==> src/rtl/ir_nec_decoder.sv <==
// NEC infrared frame decoder with an Avalon-MM register interface (CTRL, STATUS, DATA, RPTCNT).
// Define IR_NEC_CHECK_EN to reject frames whose address/command inverse bytes do not match.
module ir_nec_decoder #(
    parameter int TICK_DIV      = 500,
    parameter int TIMEOUT_TICKS = 1100
) (
    input  logic        clk,
    input  logic        reset_n,
    input  logic        ir_in,
    input  logic [1:0]  address,
    input  logic        chipselect,
    input  logic        write_n,
    input  logic        read_n,
    input  logic [31:0] writedata,
    output logic [31:0] readdata,
    output logic        irq
);

    localparam int             PW      = (TICK_DIV > 1) ? $clog2(TICK_DIV) : 1;
    localparam logic [PW-1:0]  PRE_MAX = PW'(TICK_DIV - 1);
    localparam logic [10:0]    TO      = 11'(TIMEOUT_TICKS);

    typedef enum logic [2:0] {
        IDLE, LEAD_MARK, LEAD_SPACE, BIT_MARK, BIT_SPACE, STOP_MARK
    } state_t;

    logic [1:0]    sync_reg;
    logic          filt_reg, filt_d_reg;
    logic [1:0]    fcnt_reg;
    logic [PW-1:0] pre_reg;
    logic          tick_reg;
    logic [10:0]   cnt_reg;
    state_t        state_reg;
    logic [4:0]    bitcnt_reg;
    logic [31:0]   shift_reg;
    logic          rpt_frame_reg;
    logic          en_reg, irq_en_reg;
    logic          valid_reg, rpt_reg, err_reg, ovr_reg;
    logic [31:0]   data_reg;
    logic [15:0]   rptcnt_reg;
    logic [31:0]   rd_mux;

    logic rise, fall, wr, rd;
    assign rise = filt_reg & ~filt_d_reg;
    assign fall = ~filt_reg & filt_d_reg;
    assign wr   = chipselect & ~write_n;
    assign rd   = chipselect & ~read_n;
    assign irq  = valid_reg & irq_en_reg;

    logic unused_bits;
    assign unused_bits = ^writedata[31:4];

    function automatic logic in_rng(input logic [10:0] c, input int lo, input int hi);
        return (int'(c) >= lo) && (int'(c) <= hi);
    endfunction

    // Synchronizer plus a 4-sample persistence filter; idle line is high.
    always_ff @(posedge clk or negedge reset_n) begin
        if (!reset_n) begin
            sync_reg   <= 2'b11;
            filt_reg   <= 1'b1;
            filt_d_reg <= 1'b1;
            fcnt_reg   <= 2'd0;
        end else begin
            sync_reg   <= {sync_reg[0], ir_in};
            filt_d_reg <= filt_reg;
            if (sync_reg[1] == filt_reg) begin
                fcnt_reg <= 2'd0;
            end else if (fcnt_reg == 2'd3) begin
                filt_reg <= sync_reg[1];
                fcnt_reg <= 2'd0;
            end else begin
                fcnt_reg <= fcnt_reg + 2'd1;
            end
        end
    end

    always_ff @(posedge clk or negedge reset_n) begin
        if (!reset_n) begin
            pre_reg  <= '0;
            tick_reg <= 1'b0;
            cnt_reg  <= 11'd0;
        end else begin
            if (pre_reg == PRE_MAX) begin
                pre_reg  <= '0;
                tick_reg <= 1'b1;
            end else begin
                pre_reg  <= pre_reg + 1'b1;
                tick_reg <= 1'b0;
            end
            if (rise || fall)
                cnt_reg <= 11'd0;
            else if (tick_reg && cnt_reg < TO)
                cnt_reg <= cnt_reg + 11'd1;
        end
    end

    always_comb begin
        rd_mux = 32'd0;
        case (address)
            2'd0: rd_mux[1:0] = {irq_en_reg, en_reg};
            2'd1: rd_mux[3:0] = {ovr_reg, err_reg, rpt_reg, valid_reg};
            2'd2: rd_mux      = data_reg;
            default: rd_mux[15:0] = rptcnt_reg;
        endcase
    end

    // Bus writes come first so that flag sets from the decoder below win over W1C.
    always_ff @(posedge clk or negedge reset_n) begin
        if (!reset_n) begin
            state_reg     <= IDLE;
            bitcnt_reg    <= 5'd0;
            shift_reg     <= 32'd0;
            rpt_frame_reg <= 1'b0;
            en_reg        <= 1'b0;
            irq_en_reg    <= 1'b0;
            valid_reg     <= 1'b0;
            rpt_reg       <= 1'b0;
            err_reg       <= 1'b0;
            ovr_reg       <= 1'b0;
            data_reg      <= 32'd0;
            rptcnt_reg    <= 16'd0;
            readdata      <= 32'd0;
        end else begin
            if (rd)
                readdata <= rd_mux;
            if (wr && address == 2'd0) begin
                en_reg     <= writedata[0];
                irq_en_reg <= writedata[1];
            end
            if (wr && address == 2'd1) begin
                if (writedata[0]) valid_reg <= 1'b0;
                if (writedata[1]) rpt_reg   <= 1'b0;
                if (writedata[2]) err_reg   <= 1'b0;
                if (writedata[3]) ovr_reg   <= 1'b0;
            end

            if (!en_reg) begin
                state_reg <= IDLE;
            end else if (state_reg != IDLE && cnt_reg >= TO) begin
                state_reg <= IDLE;
                err_reg   <= 1'b1;
            end else begin
                case (state_reg)
                    IDLE: if (fall) state_reg <= LEAD_MARK;
                    LEAD_MARK: if (rise) begin
                        if (in_rng(cnt_reg, 800, 1000)) state_reg <= LEAD_SPACE;
                        else begin state_reg <= IDLE; err_reg <= 1'b1; end
                    end
                    LEAD_SPACE: if (fall) begin
                        if (in_rng(cnt_reg, 400, 500)) begin
                            state_reg     <= BIT_MARK;
                            bitcnt_reg    <= 5'd0;
                            rpt_frame_reg <= 1'b0;
                        end else if (in_rng(cnt_reg, 200, 250)) begin
                            state_reg     <= STOP_MARK;
                            rpt_frame_reg <= 1'b1;
                        end else begin
                            state_reg <= IDLE;
                            err_reg   <= 1'b1;
                        end
                    end
                    BIT_MARK: if (rise) begin
                        if (in_rng(cnt_reg, 40, 72)) state_reg <= BIT_SPACE;
                        else begin state_reg <= IDLE; err_reg <= 1'b1; end
                    end
                    BIT_SPACE: if (fall) begin
                        if (in_rng(cnt_reg, 40, 72) || in_rng(cnt_reg, 140, 200)) begin
                            shift_reg  <= {in_rng(cnt_reg, 140, 200), shift_reg[31:1]};
                            bitcnt_reg <= bitcnt_reg + 5'd1;
                            state_reg  <= (bitcnt_reg == 5'd31) ? STOP_MARK : BIT_MARK;
                        end else begin
                            state_reg <= IDLE;
                            err_reg   <= 1'b1;
                        end
                    end
                    STOP_MARK: if (rise) begin
                        state_reg <= IDLE;
                        if (!in_rng(cnt_reg, 40, 72)) begin
                            err_reg <= 1'b1;
                        end else if (rpt_frame_reg) begin
                            if (valid_reg) begin
                                rpt_reg <= 1'b1;
                                if (rptcnt_reg != 16'hFFFF) rptcnt_reg <= rptcnt_reg + 16'd1;
                            end
                        end
`ifdef IR_NEC_CHECK_EN
                        else if (shift_reg[7:0] != ~shift_reg[15:8] ||
                                 shift_reg[23:16] != ~shift_reg[31:24]) begin
                            err_reg <= 1'b1;
                        end
`endif
                        else begin
                            if (valid_reg) ovr_reg <= 1'b1;
                            data_reg   <= shift_reg;
                            valid_reg  <= 1'b1;
                            rpt_reg    <= 1'b0;
                            rptcnt_reg <= 16'd0;
                        end
                    end
                    default: state_reg <= IDLE;
                endcase
            end
        end
    end

endmodule

==> config.mk <==
export PLATFORM = sky130hd
export DESIGN_NAME = ir_nec_decoder
export DESIGN_NICKNAME = d
export VERILOG_FILES = /design/src/rtl/ir_nec_decoder.sv
export SDC_FILE = /design/constraint.sdc
export NUM_CORES = 1
export LEC_CHECK = 0
export ABC_CLOCK_PERIOD_IN_PS = 6300
export BUFFER_PORTS_ARGS = -buffer_cell sky130_fd_sc_hd__buf_2
export CORE_MARGIN = 2
export CORE_UTILIZATION = 40
export CTS_CLUSTER_DIAMETER = 40
export DETAILED_ROUTE_END_ITERATION = 7
export MAX_ROUTING_LAYER = met4
export PLACE_DENSITY = 0.64
export SLEW_MARGIN = 20
export SYNTH_ARGS = -nofsm -noshare
export SYNTH_HDL_FRONTEND = slang
export SYNTH_SLANG_ARGS = --single-unit
export TNS_END_PERCENT = 100
==> constraint.sdc <==
create_clock -name clk -period 6.3 [get_ports clk]
set_input_delay 1.26 -clock clk [delete_from_list [all_inputs] [get_ports clk]]
set_output_delay 1.26 -clock clk [all_outputs]
set_load 0.01 [all_outputs]
==> out/metrics.cfg, run 1 <==
[global_route]
grt_pass1_wl_um = 23400
antenna_found_initial = 0
gr-total-overflow = 0
grt_max_degree = 116
first_global_vias = 4689
track_usage_pct = 16.4

[finish]
nets = 688
fin_util_pct = 46.4
drive_above_1_share_pct = 19.6
final_area_um2 = 8010
antennaDiodeCount = 0
nFillCells = 1555
syn2layout_area_growth_pct = 13.6

[synthesis]
synth_cell_types = 61
synthArstFlopShare_pct = 100
synth_nets = 654
syn_area_per_cell_um2 = 11.6
seq_area_frac_synth_pct = 54.8
ys_top_cells_by_count = 150 x dfrtp_1, 55 x nand2_1, 39 x mux2_1
yosysTopAreaCell = dfrtp_1
ys_seq_elements = 154
synth_ff_type = dfrtp_1
synth_area_leaders = dfrtp_1 53%, mux2_1 6.2%, mux2_2 5.1%
synth_edf_count = 0
syn_inst = 605
ys_warn_count = 0
synth.most_common_cell = dfrtp_1
syn_area_um2 = 7040
yosysTopAreaCellShare_pct = 53.3

[clock_tree]
cts_root_buf = clkbuf_16
post_cts_buffers = 0
cts_tree = done
clkLatencyLatePin_ns = 0.42
holdBufCountCts = 0
cts-resized-gates = 0
h-tree-depth = 4
cts.path.max_buffers = 2
cts_inserted_buffers = 17
cts_sinks = 154
clk_pin_slew_ns = 0.06

[detailed_routing]
first_iter_violations = 226
routedWlPerCell_um = 15.5
vias_per_cell = 5.33
drt-total-wl_um = 13600
drc_errors = 0
dr_total_vias = 4677
final_antenna_net_count = 0
firstDrtPassIters = 5

[sta]
max-slew-margin-rel_pct = 41.2
period_needed_ns = 3.14
maxSlewViolCount = 0
setup_tns_ns = 0
max_freq_mhz = 319
tightestPinTransition_ns = 0.883
fin_ws_ns = 3.16
hold_violations = 0
rsz0062_at_grt = no
hold-worst-slack_ns = 0.356
setup_viol = 0
finalCritPeriodShare_pct = 49.8
finClkSkew_ns = 0.00960

[floorplanning]
io_pins = 73
die_h_um = 137
start_util_pct = 40.9
core_um2 = 17200
die-area_um2 = 18700
die_width_um = 137
rows = 48

[setup_path]
worstReg2RegStart = cnt_reg[5]$_DFFE_PN0P_
cp_data_arrival_time_ns = 3.44
critical_path_class = flip-flop to flip-flop
worstPathRequired_ns = 6.60
reg2regPathDepth = 6
reg2reg_slack_ns = 3.16
start_kind = flip-flop
r2r-end = shift_reg[28]$_DFFE_PN0P_
max_stage_delay_ns = 0.73
cp_slowest_cell = and3_1
cp_max_fo = 18
endpoint_kind = flip-flop
path_cells = a211oi_1 -> o21ai_1 -> a211oi_2 -> and3_1 -> buf_4 -> mux2_2

[place]
place_ws_ns = 3.17
place.gp.congestion = 0.912
dp_hpwl_um = 9330
io_buffers = 44
dpl_cell_area_um2 = 7400

[pwr]
p_leak_nw = 3.86
power.density_nw_per_um2 = 273
ir_drop_v = 0.000180

[min_path]
worstHoldStart = sync_reg[0]$_DFF_PN1_
hold_class = flip-flop to flip-flop
hold_end = sync_reg[1]$_DFF_PN1_
hold_depth = 0

[flow_run]
cap_viol_max_count = 0

[outcome]
status = finished clean

## layout by cell type (no fill, tap or decap), types with 4 or more instances in the layout
cell / Yosys / layout
a21oi_1: 7 / 7
a22o_1: 18 / 18
a31oi_1: 6 / 6
and2_1: 13 / 13
and3_1: 7 / 7
buf_2: 6 / 43
buf_4: 1 / 5
clkbuf_16: 0 / 17
dfrtp_1: 150 / 150
dfstp_2: 4 / 4
ha_1: 9 / 9
inv_1: 11 / 11
inv_6: 0 / 5
mux2_1: 39 / 39
mux2_2: 32 / 32
mux2i_1: 14 / 14
nand2_1: 55 / 55
nand2b_1: 4 / 4
nand3_1: 19 / 19
nand4_1: 11 / 11
nor2_1: 31 / 31
nor2b_1: 13 / 13
nor3_1: 13 / 13
o21ai_0: 31 / 31
o31ai_1: 7 / 7
or2_2: 4 / 4
xnor2_1: 12 / 12
xor2_1: 11 / 11
## worst max path at each step
stage / to / start / slack, ns / cells after the start
2_1_floorplan: readdata[22]$_DFFE_PN0P_ / address[1] / 3.71 / 4
3_3_place_gp: shift_reg[16]$_DFFE_PN0P_ / cnt_reg[2]$_DFFE_PN0P_ / 3.23 / 6
3_5_place_dp: shift_reg[28]$_DFFE_PN0P_ / cnt_reg[5]$_DFFE_PN0P_ / 3.17 / 6
4_1_cts: shift_reg[28]$_DFFE_PN0P_ / cnt_reg[5]$_DFFE_PN0P_ / 3.16 / 6
5_1_grt: shift_reg[28]$_DFFE_PN0P_ / cnt_reg[5]$_DFFE_PN0P_ / 2.96 / 6
6_report: shift_reg[28]$_DFFE_PN0P_ / cnt_reg[5]$_DFFE_PN0P_ / 3.16 / 6
## stage by stage
| step | instances | power (W) |
|---|---|---|
| floorplan | 605 | 0.00114 |
| global placement | 845 | 0.00119 |
| detailed placement | 845 | 0.00119 |
| CTS | 877 | 0.00221 |
| global route | 877 | 0.00228 |
| finish | 877 | 0.00218 |
## cell type report
class | count | area [um2] | area share, %
Clock buffer | 18 | 439 | 5.49
Clock inverter | 14 | 154 | 1.92
Inverter | 11 | 41.3 | 0.516
Multi-Input combinational cell | 406 | 2960 | 37.0
Sequential cell | 154 | 3860 | 48.2
Tap cell | 225 | 282 | 3.52
Timing Repair Buffer | 49 | 267 | 3.33
## routing by layer
layer | up-vias | part of all wire, % | track usage, %
met1 | 2342 | 46 | 20.3
met2 | 77 | 49 | 25.9
li1 | 2235 | - | -
met3 | 23 | 3.3 | 3.81
met5 | - | 0 | -
met4 | 0 | 1.7 | 6.83
## where the power goes
group	internal [W]	leakage, nW	switching [W]
combinational	0.0000499	1.46	0.0000838
sequential	0.00101	2.11	0.0000216
clock	0.000572	0.291	0.000441
## kinds of logic after synthesis
| kind of cell | synth area share [%] |
|---|---|
| buffers and inverters | 3.30 |
| flip-flops | 54.8 |
| multiplexers | 14.0 |
| XOR/XNOR | 2.86 |
| AO/OA/AOI/OAI | 9.68 |
| AND/OR/NAND/NOR | 13.7 |
| adder cells (fa/ha/maj) | 1.74 |
## worst max-delay path: cells and delay by family (launching register included)
kind	cells	cell delay, ns
multiplexers	1	0.37
AND/OR/NAND/NOR	1	0.73
buffers and inverters	1	0.39
AO/OA/AOI/OAI	3	1.05
flip-flops	1	0.48
Power figures use the tool's default switching activity.
==> run 2: changes to the inputs <==
Settings changed: ABC_CLOCK_PERIOD_IN_PS 6300 to 2700, PLACE_DENSITY 0.64 to 0.66.
Clock period 6.3 ns to 2.7 ns, I/O delays scaled along.
==> run 2 against run 1 <==
  * Register-to-register slack worse by 2.9 ns
  * Highest routed layer unchanged
  * Sequential power rose by 130%
  * Die area is the same
  * Routed wire length grew 2.5%
  * Global-route usage grew 0.40 points
==> out/metrics.cfg, run 2 (synthesis gave the netlist of run 1 again) <==
[outcome]
status = finished clean

[clock_tree]
cts.path.max_buffers = 2  ; unchanged
cts_tree = done
cts_sinks = 154  ; unchanged
post_cts_buffers = 0  ; unchanged
clkLatencyLatePin_ns = 0.43  ; about the same
cts_inserted_buffers = 17  ; unchanged
cts_root_buf = clkbuf_16
cts-resized-gates = 0  ; unchanged
clk_pin_slew_ns = 0.06  ; about the same
holdBufCountCts = 0  ; unchanged
h-tree-depth = 4  ; unchanged

[floorplanning]
start_util_pct = 40.9  ; unchanged
die_width_um = 137  ; unchanged
rows = 48  ; unchanged
io_pins = 73  ; unchanged
die-area_um2 = 18700  ; unchanged
die_h_um = 137  ; unchanged
core_um2 = 17200  ; unchanged

[global_route]
grt_max_degree = 65  ; -44%
gr-total-overflow = 0  ; unchanged
grt_pass1_wl_um = 23600  ; +0.88%
first_global_vias = 4902  ; +4.5%
track_usage_pct = 16.8  ; +0.40 points
antenna_found_initial = 0  ; unchanged

[finish]
nets = 696  ; +1.2%
antennaDiodeCount = 0  ; unchanged
drive_above_1_share_pct = 20.5  ; +0.82 points
fin_util_pct = 46.9  ; +0.41 points
final_cell_mix = 150 x dfrtp_1, 55 x nand2_1, 43 x buf_2
fin_cells = 885  ; +0.91%
final_common_cell = dfrtp_1
syn2layout_area_growth_pct = 14.7

[sta]
tightestPinTransition_ns = 0.646  ; -0.237 ns
hold_violations = 0  ; unchanged
setup_viol = 0  ; unchanged
setup_tns_ns = 0  ; unchanged
rsz0062_at_grt = no
maxSlewViolCount = 0  ; unchanged
finClkSkew_ns = 0.00938  ; -0.000225 ns
finalCritPeriodShare_pct = 88.7  ; +39 points
max_freq_mhz = 418  ; +31%
max-slew-margin-rel_pct = 56.4  ; +15 points
period_needed_ns = 2.39  ; -0.743 ns

[place]
dp_hpwl_um = 9800  ; +5.1%
place.gp.congestion = 0.889  ; -2.6%
io_buffers = 44  ; unchanged
dp.cells = 853  ; +0.95%

[pwr]
power_w = 0.00506  ; +130%
power.density_nw_per_um2 = 627  ; +130%
p_leak_nw = 3.90  ; +0.97%
ir_drop_v = 0.000509  ; +180%

[detailed_routing]
vias_per_cell = 5.35  ; +0.24%
drt-total-wl_um = 13900  ; +2.5%
firstDrtPassIters = 4  ; -1
final_antenna_net_count = 0  ; unchanged
first_iter_violations = 203  ; -10%
routedWlPerCell_um = 15.8  ; +1.6%
drc_errors = 0  ; unchanged
dr_total_vias = 4731  ; +1.2%

[flow_run]
cap_viol_max_count = 0  ; unchanged

[setup_path]
worstPathRequired_ns = 3.02  ; -3.58 ns
critical_path_class = flip-flop to flip-flop
endpoint_kind = flip-flop
cp_data_arrival_time_ns = 2.71  ; -0.73 ns
cp_max_fo = 12  ; -6
start_kind = flip-flop

[min_path]
hold_class = primary input to asynchronous set/reset pin

## run 2: critical path, stage by stage (launching register included)
cell     delay (ns)
dfrtp_1        0.48
or3b_1         0.39
o32a_2         0.26
o22ai_2        0.28
and3_1         0.28
buf_4          0.23
mux2_2         0.35
## run 2: where the power goes
part | leakage (nW) | internal, W | switching (W)
logic | 1.50 | 0.000125 | 0.000203
registers | 2.11 | 0.00237 | 0.0000537
clock network | 0.282 | 0.00132 | 0.000995
## run 2: through the flow
stage | area, um2 | hold WS, ns | worst slack, ns
floorplan | 7040 | 0.244 | 0.446
global placement | 7500 | 0.347 | 0.356
detailed placement | 7500 | 0.347 | 0.302
CTS | 8080 | 0.0907 | 0.299
global route | 8080 | 0.126 | 0.184
finish | 8080 | 0.0850 | 0.306
## run 2: routing by layer
layer / vias up / part of all wire [%] / global-route usage, %
li1: 2245 / - / -
met1: 2353 / 44 / 19.7
met2: 107 / 50 / 27.7
met3: 26 / 4.0 / 3.70
met4: 0 / 2.0 / 7.52
met5: - / 0 / -
## run 2: cell type report
| cell class | count | area (um2) |
|---|---|---|
| repair buffers | 57 | 362 |
| fillers | 1529 | 9160 |
| multi-input cells | 406 | 2960 |
| well taps | 225 | 282 |
| flip-flops and latches | 154 | 3860 |
| clock buffers | 19 | 443 |
| inverters | 11 | 41.3 |
| clock inverters | 13 | 133 |
## run 2: final timing paths
kind,startpoint,endpoint,slack [ns],depth (start not counted)
hold / removal,reset_n,data_reg[19]$_DFFE_PN0P_,0.09,1
max in group asynchronous,reset_n,rptcnt_reg[14]$_DFFE_PN0P_,1.88,2
hold reg to reg,sync_reg[0]$_DFF_PN1_,sync_reg[1]$_DFF_PN1_,0.36,0
setup / recovery,cnt_reg[4]$_DFFE_PN0P_,shift_reg[22]$_DFFE_PN0P_,0.31,6
setup reg to reg,cnt_reg[4]$_DFFE_PN0P_,shift_reg[22]$_DFFE_PN0P_,0.31,6
min in group clk,ir_in,sync_reg[0]$_DFF_PN1_,0.21,1
==> run 3: changes to the inputs <==
Settings changed: ABC_AREA from default to 1, SKIP_CTS_REPAIR_TIMING from default to 1.
==> run 3 against run 2 <==
  * Clock power is 8.7% higher
  * Synthesized area is 7.4% higher
  * Via count grew 26%
  * Largest cell class unchanged
  * Non-clock buffer count decreased by 3
  * Sequential share of layout area down 2.8 points
  * Critical path depth is 4 higher
  * Routed wire length is 14% higher
  * Setup slack better by 0.21 ns
  * Synthesized cell count up 50%
  * Count of clock-buffer cells in the layout fell by 2
  * Combinational power rose by 48%
  * Fmax grew 9.6%
==> out/metrics.cfg, run 3 <==
[setup_path]
start_kind = flip-flop
worstPathRequired_ns = 3.05  ; +0.03 ns
cp_max_fo = 31  ; +19
endpoint_kind = flip-flop
critical_path_class = flip-flop to flip-flop
cp_data_arrival_time_ns = 2.54  ; -0.17 ns

[sta]
period_needed_ns = 2.18  ; -0.210 ns
hold_violations = 0  ; unchanged
finalCritPeriodShare_pct = 80.9  ; -7.8 points
maxSlewViolCount = 0  ; unchanged
setup_viol = 0  ; unchanged
finClkSkew_ns = 0.0195  ; +0.0102 ns
max-slew-margin-rel_pct = 62.9  ; +6.5 points
tightestPinTransition_ns = 0.554  ; -0.0921 ns
rsz0062_at_grt = no
max_freq_mhz = 458  ; +9.6%
setup_tns_ns = 0  ; unchanged

[place]
io_buffers = 44  ; unchanged
dp_hpwl_um = 10800  ; +11%
dp.cells = 1158  ; +36%
place.gp.congestion = 0.902  ; +1.5%
dpl_cell_area_um2 = 7960  ; +6.2%

[min_path]
hold_class = primary input to asynchronous set/reset pin

[finish]
fin_cells = 1190  ; +34%
drive_above_1_share_pct = 17.6  ; -2.9 points
final_common_cell = nand2_1
final_cell_mix = 245 x nand2_1, 150 x dfrtp_1, 104 x nand3_1
seq_area_um2 = 3860  ; unchanged
final_area_um2 = 8590  ; +6.3%
syn2layout_area_growth_pct = 13.5
antennaDiodeCount = 0  ; unchanged
nFillCells = 1826  ; +19%
multi_input_area_um2 = 3110  ; +5.2%
nets = 992  ; +43%

[clock_tree]
clkLatencyLatePin_ns = 0.43  ; about the same
cts_root_buf = clkbuf_16
cts_sinks = 154  ; unchanged
h-tree-depth = 4  ; unchanged
cts_tree = done
cts_inserted_buffers = 17  ; unchanged
clk_pin_slew_ns = 0.07  ; about the same
cts.path.max_buffers = 2  ; unchanged

[detailed_routing]
first_iter_violations = 354  ; +74%
vias_per_cell = 5.02  ; -6.0%
routedWlPerCell_um = 13.4  ; -15%
drt-total-wl_um = 15900  ; +14%
final_antenna_net_count = 0  ; unchanged
dr_total_vias = 5978  ; +26%
drc_errors = 0  ; unchanged
firstDrtPassIters = 5  ; +1

[synthesis]
synth_nets = 955  ; +46%
yosysTopAreaCellShare_pct = 49.6  ; -3.7 points
ys_top_cells_by_count = 245 x nand2_1, 150 x dfrtp_1, 104 x nand3_1
ys_warn_count = 0  ; unchanged
yosysTopAreaCell = dfrtp_1
ys_seq_elements = 154  ; unchanged
synth_area_leaders = dfrtp_1 50%, nand2_1 12%, nand3_1 6.9%
synth.most_common_cell = nand2_1
synth_edf_count = 0  ; unchanged
seq_area_frac_synth_pct = 51.0  ; -3.8 points
syn_area_per_cell_um2 = 8.35  ; -28%
synth_cell_types = 38  ; -38%
synthArstFlopShare_pct = 100  ; unchanged
synth_ff_type = dfrtp_1
syn_area_um2 = 7570  ; +7.4%
syn_inst = 906  ; +50%

[floorplanning]
rows = 50  ; +4.2%
core_um2 = 18600  ; +8.2%
die_width_um = 142  ; +3.5%
die_h_um = 142  ; +3.5%
start_util_pct = 40.6  ; -0.28 points
io_pins = 73  ; unchanged
die-area_um2 = 20000  ; +7.2%

[global_route]
antenna_found_initial = 0  ; unchanged
grt_pass1_wl_um = 27700  ; +17%
first_global_vias = 5667  ; +16%
grt_max_degree = 63  ; -3.1%
gr-total-overflow = 0  ; unchanged
track_usage_pct = 17.4  ; +0.64 points

[outcome]
status = finished clean

[pwr]
p_leak_nw = 4.02  ; +3.3%
power.density_nw_per_um2 = 632  ; +0.84%
ir_drop_v = 0.000443  ; -13%

[flow_run]
cap_viol_max_count = 0  ; unchanged

## run 3: cell types whose count changed in the layout (fill, tap and decap cells not counted), moves of 14 or more
| cell | change |
|---|---|
| a22o_1 | -18 |
| inv_1 | +74 |
| mux2_1 | -39 |
| mux2_2 | -32 |
| mux2i_1 | -14 |
| nand2_1 | +190 |
| nand3_1 | +85 |
| nor2_1 | +27 |
| o21ai_1 | +47 |
| o21ai_2 | +31 |
## run 3: critical path, stage by stage (launching register included)
cell,delay [ns]
dfrtp_1,0.51
ha_1,0.24
nand3_1,0.18
nor3_2,0.22
nand3_1,0.14
a21oi_1,0.15
nor2_1,0.06
nand2_1,0.06
buf_4,0.34
nand2_1,0.13
o21ai_2,0.07
## run 3: kinds of logic (layout without fill, tap and decap cells)
group | count (synthesis) | in the layout | synth area share, %
compound gates | 134 | 134 | 11.1
xor+xnor | 8 | 8 | 0.926
fa+ha+maj | 9 | 9 | 1.49
buf+inv | 132 | 182 | 7.90
flops | 154 | 154 | 51.0
simple gates | 469 | 469 | 27.6
## run 3: layout make-up
class / count / area share, %
multi-input cells: 620 / 36.2
repair buffers: 54 / 3.95
clock buffers: 17 / 4.95
inverters: 96 / 4.20
flip-flops and latches: 154 / 44.9
well taps: 234 / 3.41
clock inverters: 15 / 2.32
## run 3: through the flow
stage | power [W] | hold slack [ns] | utilization (%) | worst slack, ns
2_1_floorplan | 0.00279 | 0.244 | - | 1.04
5_1_grt | 0.00566 | 0.0934 | 46.1 | 0.289
6_report | 0.00543 | 0.0679 | 46.1 | 0.517
4_1_cts | 0.00549 | 0.0781 | 46.1 | 0.538
3_3_place_gp | 0.00297 | 0.347 | 42.7 | 0.563
3_5_place_dp | 0.00297 | 0.348 | 42.7 | 0.556
## run 3: where the power goes
group / internal [W] / leakage, nW / switching (W)
logic: 0.000146 / 1.61 / 0.000341
clock network: 0.00142 / 0.303 / 0.00109
registers: 0.00238 / 2.11 / 0.0000584
total: 0.00394 / 4.02 / 0.00149
## run 3: path summary, 6_finish.rpt
kind,startpoint,to,slack (ns),cells past startpoint
max,rptcnt_reg[0]$_DFFE_PN0P_,rptcnt_reg[12]$_DFFE_PN0P_,0.52,10
min,reset_n,pre_reg[6]$_DFF_PN0_,0.07,1
max reg2reg,rptcnt_reg[0]$_DFFE_PN0P_,rptcnt_reg[12]$_DFFE_PN0P_,0.52,10
min reg2reg,sync_reg[0]$_DFF_PN1_,sync_reg[1]$_DFF_PN1_,0.36,0
max in group asynchronous,reset_n,shift_reg[5]$_DFFE_PN0P_,1.92,2
min in group clk,ir_in,sync_reg[0]$_DFF_PN1_,0.22,1
## run 3: metal layers
metal | share of wire, % | global-route usage [%]
met5 | 0 | -
met4 | 0.80 | 4.74
met2 | 47 | 26.9
met3 | 3.7 | 3.51
met1 | 49 | 23.7
